--- config.mk ---
export PLATFORM = sky130hd
export DESIGN_NAME = regfile_wb_arbiter
export DESIGN_NICKNAME = d
export VERILOG_FILES = /design/src/rtl/regfile_pkg.sv /design/src/rtl/wb_fifo.sv /design/src/rtl/regfile_wb_arbiter.sv
export SDC_FILE = /design/constraint.sdc
export NUM_CORES = 1
export LEC_CHECK = 0
export ABC_AREA = 1
export CAP_MARGIN = 15
export CORE_MARGIN = 2
export CORE_UTILIZATION = 48
export CTS_CLUSTER_SIZE = 20
export DETAILED_ROUTE_END_ITERATION = 10
export PLACE_DENSITY = 0.76
export SYNTH_ARGS = -nofsm -noshare
export SYNTH_HDL_FRONTEND = slang
export SYNTH_HIERARCHICAL = 1
export SYNTH_SLANG_ARGS = --single-unit
--- constraint.sdc ---
create_clock -name clock -period 5.55 [get_ports clock]
set_input_delay 1.665 -clock clock [delete_from_list [all_inputs] [get_ports clock]]
set_output_delay 1.665 -clock clock [all_outputs]
set_load 0.01 [all_outputs]
--- src/rtl/regfile_pkg.sv ---
// Shared constants and requester ids for the register-bank writeback path.
package regfile_pkg;
    localparam int NREGS  = 32;
    localparam int ADDR_W = 5;
    localparam int DATA_W = 64;

    typedef enum logic {
        REQ_A = 1'b0,
        REQ_B = 1'b1
    } req_id_e;
endpackage

--- src/rtl/wb_fifo.sv ---
// Small synchronous writeback queue of {addr,data}; every slot's valid/addr is
// exported so the arbiter can build the pending-write scoreboard.
module wb_fifo #(
    parameter int DEPTH = 2,
    parameter int AW    = 5,
    parameter int DW    = 64,
    localparam int PW   = (DEPTH > 1) ? $clog2(DEPTH) : 1,
    localparam int CW   = $clog2(DEPTH + 1)
) (
    input  logic                     clock,
    input  logic                     reset,
    input  logic                     push,
    input  logic [AW-1:0]            push_addr,
    input  logic [DW-1:0]            push_data,
    input  logic                     pop,
    output logic [AW-1:0]            head_addr,
    output logic [DW-1:0]            head_data,
    output logic [CW-1:0]            count,
    output logic                     full,
    output logic                     empty,
    output logic [DEPTH-1:0]         ent_vld,
    output logic [DEPTH-1:0][AW-1:0] ent_addr
);
    logic [DEPTH-1:0][AW-1:0] mem_addr;
    logic [DEPTH-1:0][DW-1:0] mem_data;
    logic [PW-1:0]            rd_ptr, wr_ptr;

    function automatic logic [PW-1:0] nxt(input logic [PW-1:0] p);
        nxt = (p == PW'(DEPTH - 1)) ? '0 : p + 1'b1;
    endfunction

    always_ff @(posedge clock) begin
        if (push) begin
            mem_addr[wr_ptr] <= push_addr;
            mem_data[wr_ptr] <= push_data;
        end
    end

    always_ff @(posedge clock) begin
        if (reset) begin
            rd_ptr <= '0;
            wr_ptr <= '0;
            count  <= '0;
        end else begin
            if (push) wr_ptr <= nxt(wr_ptr);
            if (pop)  rd_ptr <= nxt(rd_ptr);
            case ({push, pop})
                2'b10:   count <= count + 1'b1;
                2'b01:   count <= count - 1'b1;
                default: count <= count;
            endcase
        end
    end

    assign full      = (count == CW'(DEPTH));
    assign empty     = (count == '0);
    assign head_addr = mem_addr[rd_ptr];
    assign head_data = mem_data[rd_ptr];
    assign ent_addr  = mem_addr;

    // A slot is live when its distance from the read pointer is below count.
    for (genvar i = 0; i < DEPTH; i++) begin : g_vld
        logic [PW-1:0] off;
        assign off        = PW'(i) - rd_ptr;
        assign ent_vld[i] = (CW'(off) < count);
    end
endmodule

--- src/rtl/regfile_wb_arbiter.sv ---
// Round-robin merge of the ALU (A) and mult/div (B) writeback queues onto the
// single register-bank write port, plus the RAW pending-write scoreboard.
module regfile_wb_arbiter
    import regfile_pkg::*;
#(
    parameter int NREGS  = regfile_pkg::NREGS,
    parameter int ADDR_W = regfile_pkg::ADDR_W,
    parameter int DATA_W = regfile_pkg::DATA_W,
    parameter int DEPTH  = 2
) (
    input  logic              clock,
    input  logic              reset,
    input  logic              a_valid,
    output logic              a_ready,
    input  logic [ADDR_W-1:0] a_addr,
    input  logic [DATA_W-1:0] a_data,
    input  logic              b_valid,
    output logic              b_ready,
    input  logic [ADDR_W-1:0] b_addr,
    input  logic [DATA_W-1:0] b_data,
    output logic [NREGS-1:0]  we,
    output logic [DATA_W-1:0] wdata,
    output logic              wgrant_b,
    output logic [NREGS-1:0]  pending
);
    localparam int CW = $clog2(DEPTH + 1);

    logic                         a_push, b_push, a_pop, b_pop;
    logic                         a_full, b_full, a_empty, b_empty;
    logic [CW-1:0]                a_count, b_count;
    logic [ADDR_W-1:0]            a_head_addr, b_head_addr;
    logic [DATA_W-1:0]            a_head_data, b_head_data;
    logic [DEPTH-1:0]             a_vld, b_vld;
    logic [DEPTH-1:0][ADDR_W-1:0] a_ent_addr, b_ent_addr;
    logic                         unused_cnt;
    req_id_e                      last;

    // Register 0 and out-of-range addresses decode to no enable at all.
    function automatic logic [NREGS-1:0] dec(input logic [ADDR_W-1:0] a);
        dec = '0;
        for (int i = 1; i < NREGS; i++)
            if (int'(a) == i) dec[i] = 1'b1;
    endfunction

    assign a_ready    = !a_full;
    assign b_ready    = !b_full;
    assign a_push     = a_valid && a_ready;
    assign b_push     = b_valid && b_ready;
    assign unused_cnt = ^{a_count, b_count};

    wb_fifo #(.DEPTH(DEPTH), .AW(ADDR_W), .DW(DATA_W)) u_qa (
        .clock(clock), .reset(reset),
        .push(a_push), .push_addr(a_addr), .push_data(a_data),
        .pop(a_pop), .head_addr(a_head_addr), .head_data(a_head_data),
        .count(a_count), .full(a_full), .empty(a_empty),
        .ent_vld(a_vld), .ent_addr(a_ent_addr)
    );

    wb_fifo #(.DEPTH(DEPTH), .AW(ADDR_W), .DW(DATA_W)) u_qb (
        .clock(clock), .reset(reset),
        .push(b_push), .push_addr(b_addr), .push_data(b_data),
        .pop(b_pop), .head_addr(b_head_addr), .head_data(b_head_data),
        .count(b_count), .full(b_full), .empty(b_empty),
        .ent_vld(b_vld), .ent_addr(b_ent_addr)
    );

    always_comb begin
        a_pop = 1'b0;
        b_pop = 1'b0;
        if (!a_empty && !b_empty) begin
            if (last == REQ_A) b_pop = 1'b1;
            else               a_pop = 1'b1;
        end else if (!a_empty) begin
            a_pop = 1'b1;
        end else if (!b_empty) begin
            b_pop = 1'b1;
        end
    end

    always_ff @(posedge clock) begin
        if (reset) begin
            we       <= '0;
            wdata    <= '0;
            wgrant_b <= 1'b0;
            last     <= REQ_B;
        end else if (a_pop || b_pop) begin
            we       <= dec(b_pop ? b_head_addr : a_head_addr);
            wdata    <= b_pop ? b_head_data : a_head_data;
            wgrant_b <= b_pop;
            last     <= b_pop ? REQ_B : REQ_A;
        end else begin
            we <= '0;
        end
    end

    always_comb begin
        pending = '0;
        for (int i = 0; i < DEPTH; i++) begin
            if (a_vld[i]) pending = pending | dec(a_ent_addr[i]);
            if (b_vld[i]) pending = pending | dec(b_ent_addr[i]);
        end
    end
endmodule

==> out/results.ini <==
[clock_network]
post-cts-setup-buffers = 0
clockBufferDepth = 3
path_clk_slew_ns = 0.06
cts_root_buffer = clkbuf_16
cts_buffers = 39
cts_tree = yes
hold_buffers = 0
cts_htree_levels = 2
post_cts_resize_count = 0
clkLatencyLatePin_ns = 0.53
cts_sinks = 381

[sta]
tns_ns = 0
setup_viol = 0
rsz0062_at_grt = false
clock_skew_ns = 0.0209
max-slew-margin-rel_pct = 24.6
min_period_ns = 4.80
final-max-slew-violation-count = 0
worst-slew-pin-transition_ns = 1.13
max_freq_mhz = 208
hold_ws_ns = 0.473
fin_crit_sh_pct = 86.6
finalHoldViolations = 0

[route]
via_count = 12200
drt_iter0_drc = 950
wl_mm = 43.3
wl_per_cell_um = 18.5
drt_pass1_iterations = 5
ant_nets = 0
via_per_inst = 5.21
drc_errors = 0

[global_routing]
grt_use_total_pct = 25.0
grt_pass1_wl_mm = 65.7
use_met1_pct = 31.4
grt_pass1_vias = 11900
grt.busiest_layer = met2
grt_start_max_net_pins = 107
antenna_found_initial = 3
gr-total-overflow = 0
use_met2_pct = 42.5
grt.met3_usage_pct = 4.72

[setup_path]
start_kind = register
worstPathArrival_ns = 3.14
criticalPathCategory = register to primary output
cp.required_ns = 3.88
end_kind = primary output
cp_max_fo = 72

[placement]
place.gp.congestion = 0.954
dpl_cell_area_sq_mm = 0.0188
place.port_buffers = 270
place_hpwl_mm = 28.1

[layout]
design_area_sq_mm = 0.0202
area_delta_synth_final_pct = 26.8
fin_util_pct = 61.8
drive_above_1_share_pct = 6.22
nFillCells = 2597
nNetsFinal = 2010

[synth]
yosys-mux-area-fraction_pct = 0
yosysUniqueCellTypes = 30
synth_compound_area_share_pct = 4.52
synthSimpleGateAreaFrac_pct = 23.8
synth_area_sq_mm = 0.0159
synth_top_family_by_area = simple AND/OR/NAND/NOR gates
postSynthAreaPerCell_sq_um = 9.84
yosysWarnings = 6
synth_fa_ha_area_share_pct = 0.157
syn_inst = 1616
synth-seq-cells = 381
ys_seq_area_share_pct = 65.3
synthXorXnorAreaFrac_pct = 0.110

[die]
top_level_ports = 273
core_area_sq_mm = 0.0326
fp.dieW_um = 186
die_h_um = 186
die-area_sq_mm = 0.0346
initial_utilization_pct = 48.7
rows = 66

[power_and_ir_drop]
p_per_area_mw_per_mm2 = 486
intPower_uw = 6350
p_clk_share_pct = 27.8
p_leak_uw = 0.00794
p_sw_share_pct = 35.1
p_switching_uw = 3440
power_frac_seq_pct = 39.5
combPwrFrac_pct = 32.7
peakVddDrop_mv = 0.305

[worst_hold_path]
hp-class = register to register

[outcome]
status = finished, final reports clean

[run]
maxCapViolCount = 0

[worst max-delay path, cell delays in order, from the launching register on]
cell and delay [ns]:
dfxtp_4 0.59, o21ai_1 0.50, inv_1 0.18, nor3_2 0.47, nand3_1 0.13, nand4_1 0.18
clkdlybuf4s50_1 0.56
[Yosys cell counts]
library cell | n | share of area [%]
a21oi_1 | 5 | 0.16
buf_1 | 1 | 0.024
buf_2 | 12 | 0.38
buf_4 | 19 | 0.90
buf_6 | 23 | 1.6
clkbuf_1 | 20 | 0.47
clkbuf_2 | 2 | 0.063
clkinv_1 | 2 | 0.047
conb_1 | 1 | 0.024
dfxtp_1 | 105 | 13
edfxtp_1 | 276 | 52
ha_1 | 2 | 0.16
inv_1 | 100 | 2.4
inv_2 | 3 | 0.071
inv_6 | 2 | 0.11
nand2_1 | 559 | 13
nand2_2 | 15 | 0.59
nand2_4 | 1 | 0.071
nand3_1 | 118 | 3.7
nand3b_1 | 3 | 0.14
nand4_1 | 39 | 1.5
nor2_1 | 147 | 3.5
nor2_2 | 2 | 0.079
nor2_4 | 8 | 0.57
nor3_1 | 10 | 0.31
nor3_2 | 2 | 0.13
o21ai_0 | 92 | 2.9
o21ai_1 | 43 | 1.4
o21ai_2 | 2 | 0.11
xnor2_1 | 2 | 0.11
[through the flow]
step	setup slack (ns)	power (uW)	cells
floorplan	0.268	5990	1617
global placement	1.33	7030	2267
detailed placement	1.27	7130	2267
CTS	0.706	9860	2339
global route	0.426	10400	2339
finish	0.745	9790	2341
[state kept, by name, indices dropped and copies added (netlist names)]
register / cells
u_qa/rd_ptr: 1
last: 1
u_qb/ent_addr: 10
u_qb/count: 2
u_qa/mem_data: 128
we: 31
wgrant_b: 1
u_qa/ent_addr: 10
u_qa/count: 2
wdata: 64
u_qa/wr_ptr: 1
u_qb/rd_ptr: 1
u_qb/wr_ptr: 1
u_qb/mem_data: 128
[final timing paths]
kind                                    start       endpoint  slack (ns)  cells after the start
worst min register to register      wdata[23]      wdata[23]        0.47                      2
worst min-delay path                wdata[23]      wdata[23]        0.47                      2
worst max-delay path              u_qb/rd_ptr    pending[28]        0.75                      6
worst max register to register  u_qb/count[0]  u_qb/count[1]        2.62                     10
[metal layers]
metal,share of wire (%),up-vias
met5,0.030,-
met4,3.7,2
met3,6.6,83
met2,48,463
met1,42,5792
li1,-,5858
[kinds of logic (layout without fill, tap and decap cells)]
logic type,after synthesis,in the layout
DFF,381,381
and+or+nand+nor,904,904
buffers and inverters,184,464
AOI/OAI and AO/OA,142,142
xor gates and xnor gates,2,2
adders and majority gates,2,2
other,1,4
[cell type report]
cell class | count | area (sq um) | share of cell area, %
Antenna cell | 2 | 5.00 | 0.0248
Sequential cell | 381 | 10400 | 51.6
Timing Repair Buffer | 285 | 2840 | 14.1
Tap cell | 442 | 553 | 2.74
Multi-Input combinational cell | 1052 | 4570 | 22.7
Inverter | 107 | 414 | 2.05
Clock buffer | 60 | 1180 | 5.83
Clock inverter | 12 | 203 | 1.01
[power by group through the flow]
stage | Combinational (uW) | Clock [uW] | Sequential (uW)
5_1_grt | 3550 | 2890 | 3920
3_3_place_gp | 3120 | 0 | 3910
2_1_floorplan | 2070 | 0 | 3920
4_1_cts | 3230 | 2770 | 3870
3_5_place_dp | 3210 | 0 | 3920
6_report | 3200 | 2720 | 3870
[placed cells by master, fill, tap and decap left out, types with 4 or more instances in the layout]
cell type / netlist / routed
clkbuf_8: 0 / 10
nand3_1: 118 / 118
edfxtp_1: 276 / 276
dfxtp_1: 105 / 103
a21oi_1: 5 / 5
nor2_1: 147 / 145
buf_4: 19 / 13
inv_2: 3 / 4
nand4_1: 39 / 39
o21ai_0: 92 / 92
nor3_1: 10 / 10
nor2_4: 8 / 10
inv_1: 100 / 97
clkdlybuf4s50_1: 0 / 270
clkbuf_1: 20 / 10
bufinv_16: 0 / 4
o21ai_1: 43 / 43
nand2_2: 15 / 15
nand2_1: 559 / 559
clkinv_2: 0 / 5
clkbuf_16: 0 / 40
No activity file was read; power rests on OpenSTA's default activity.
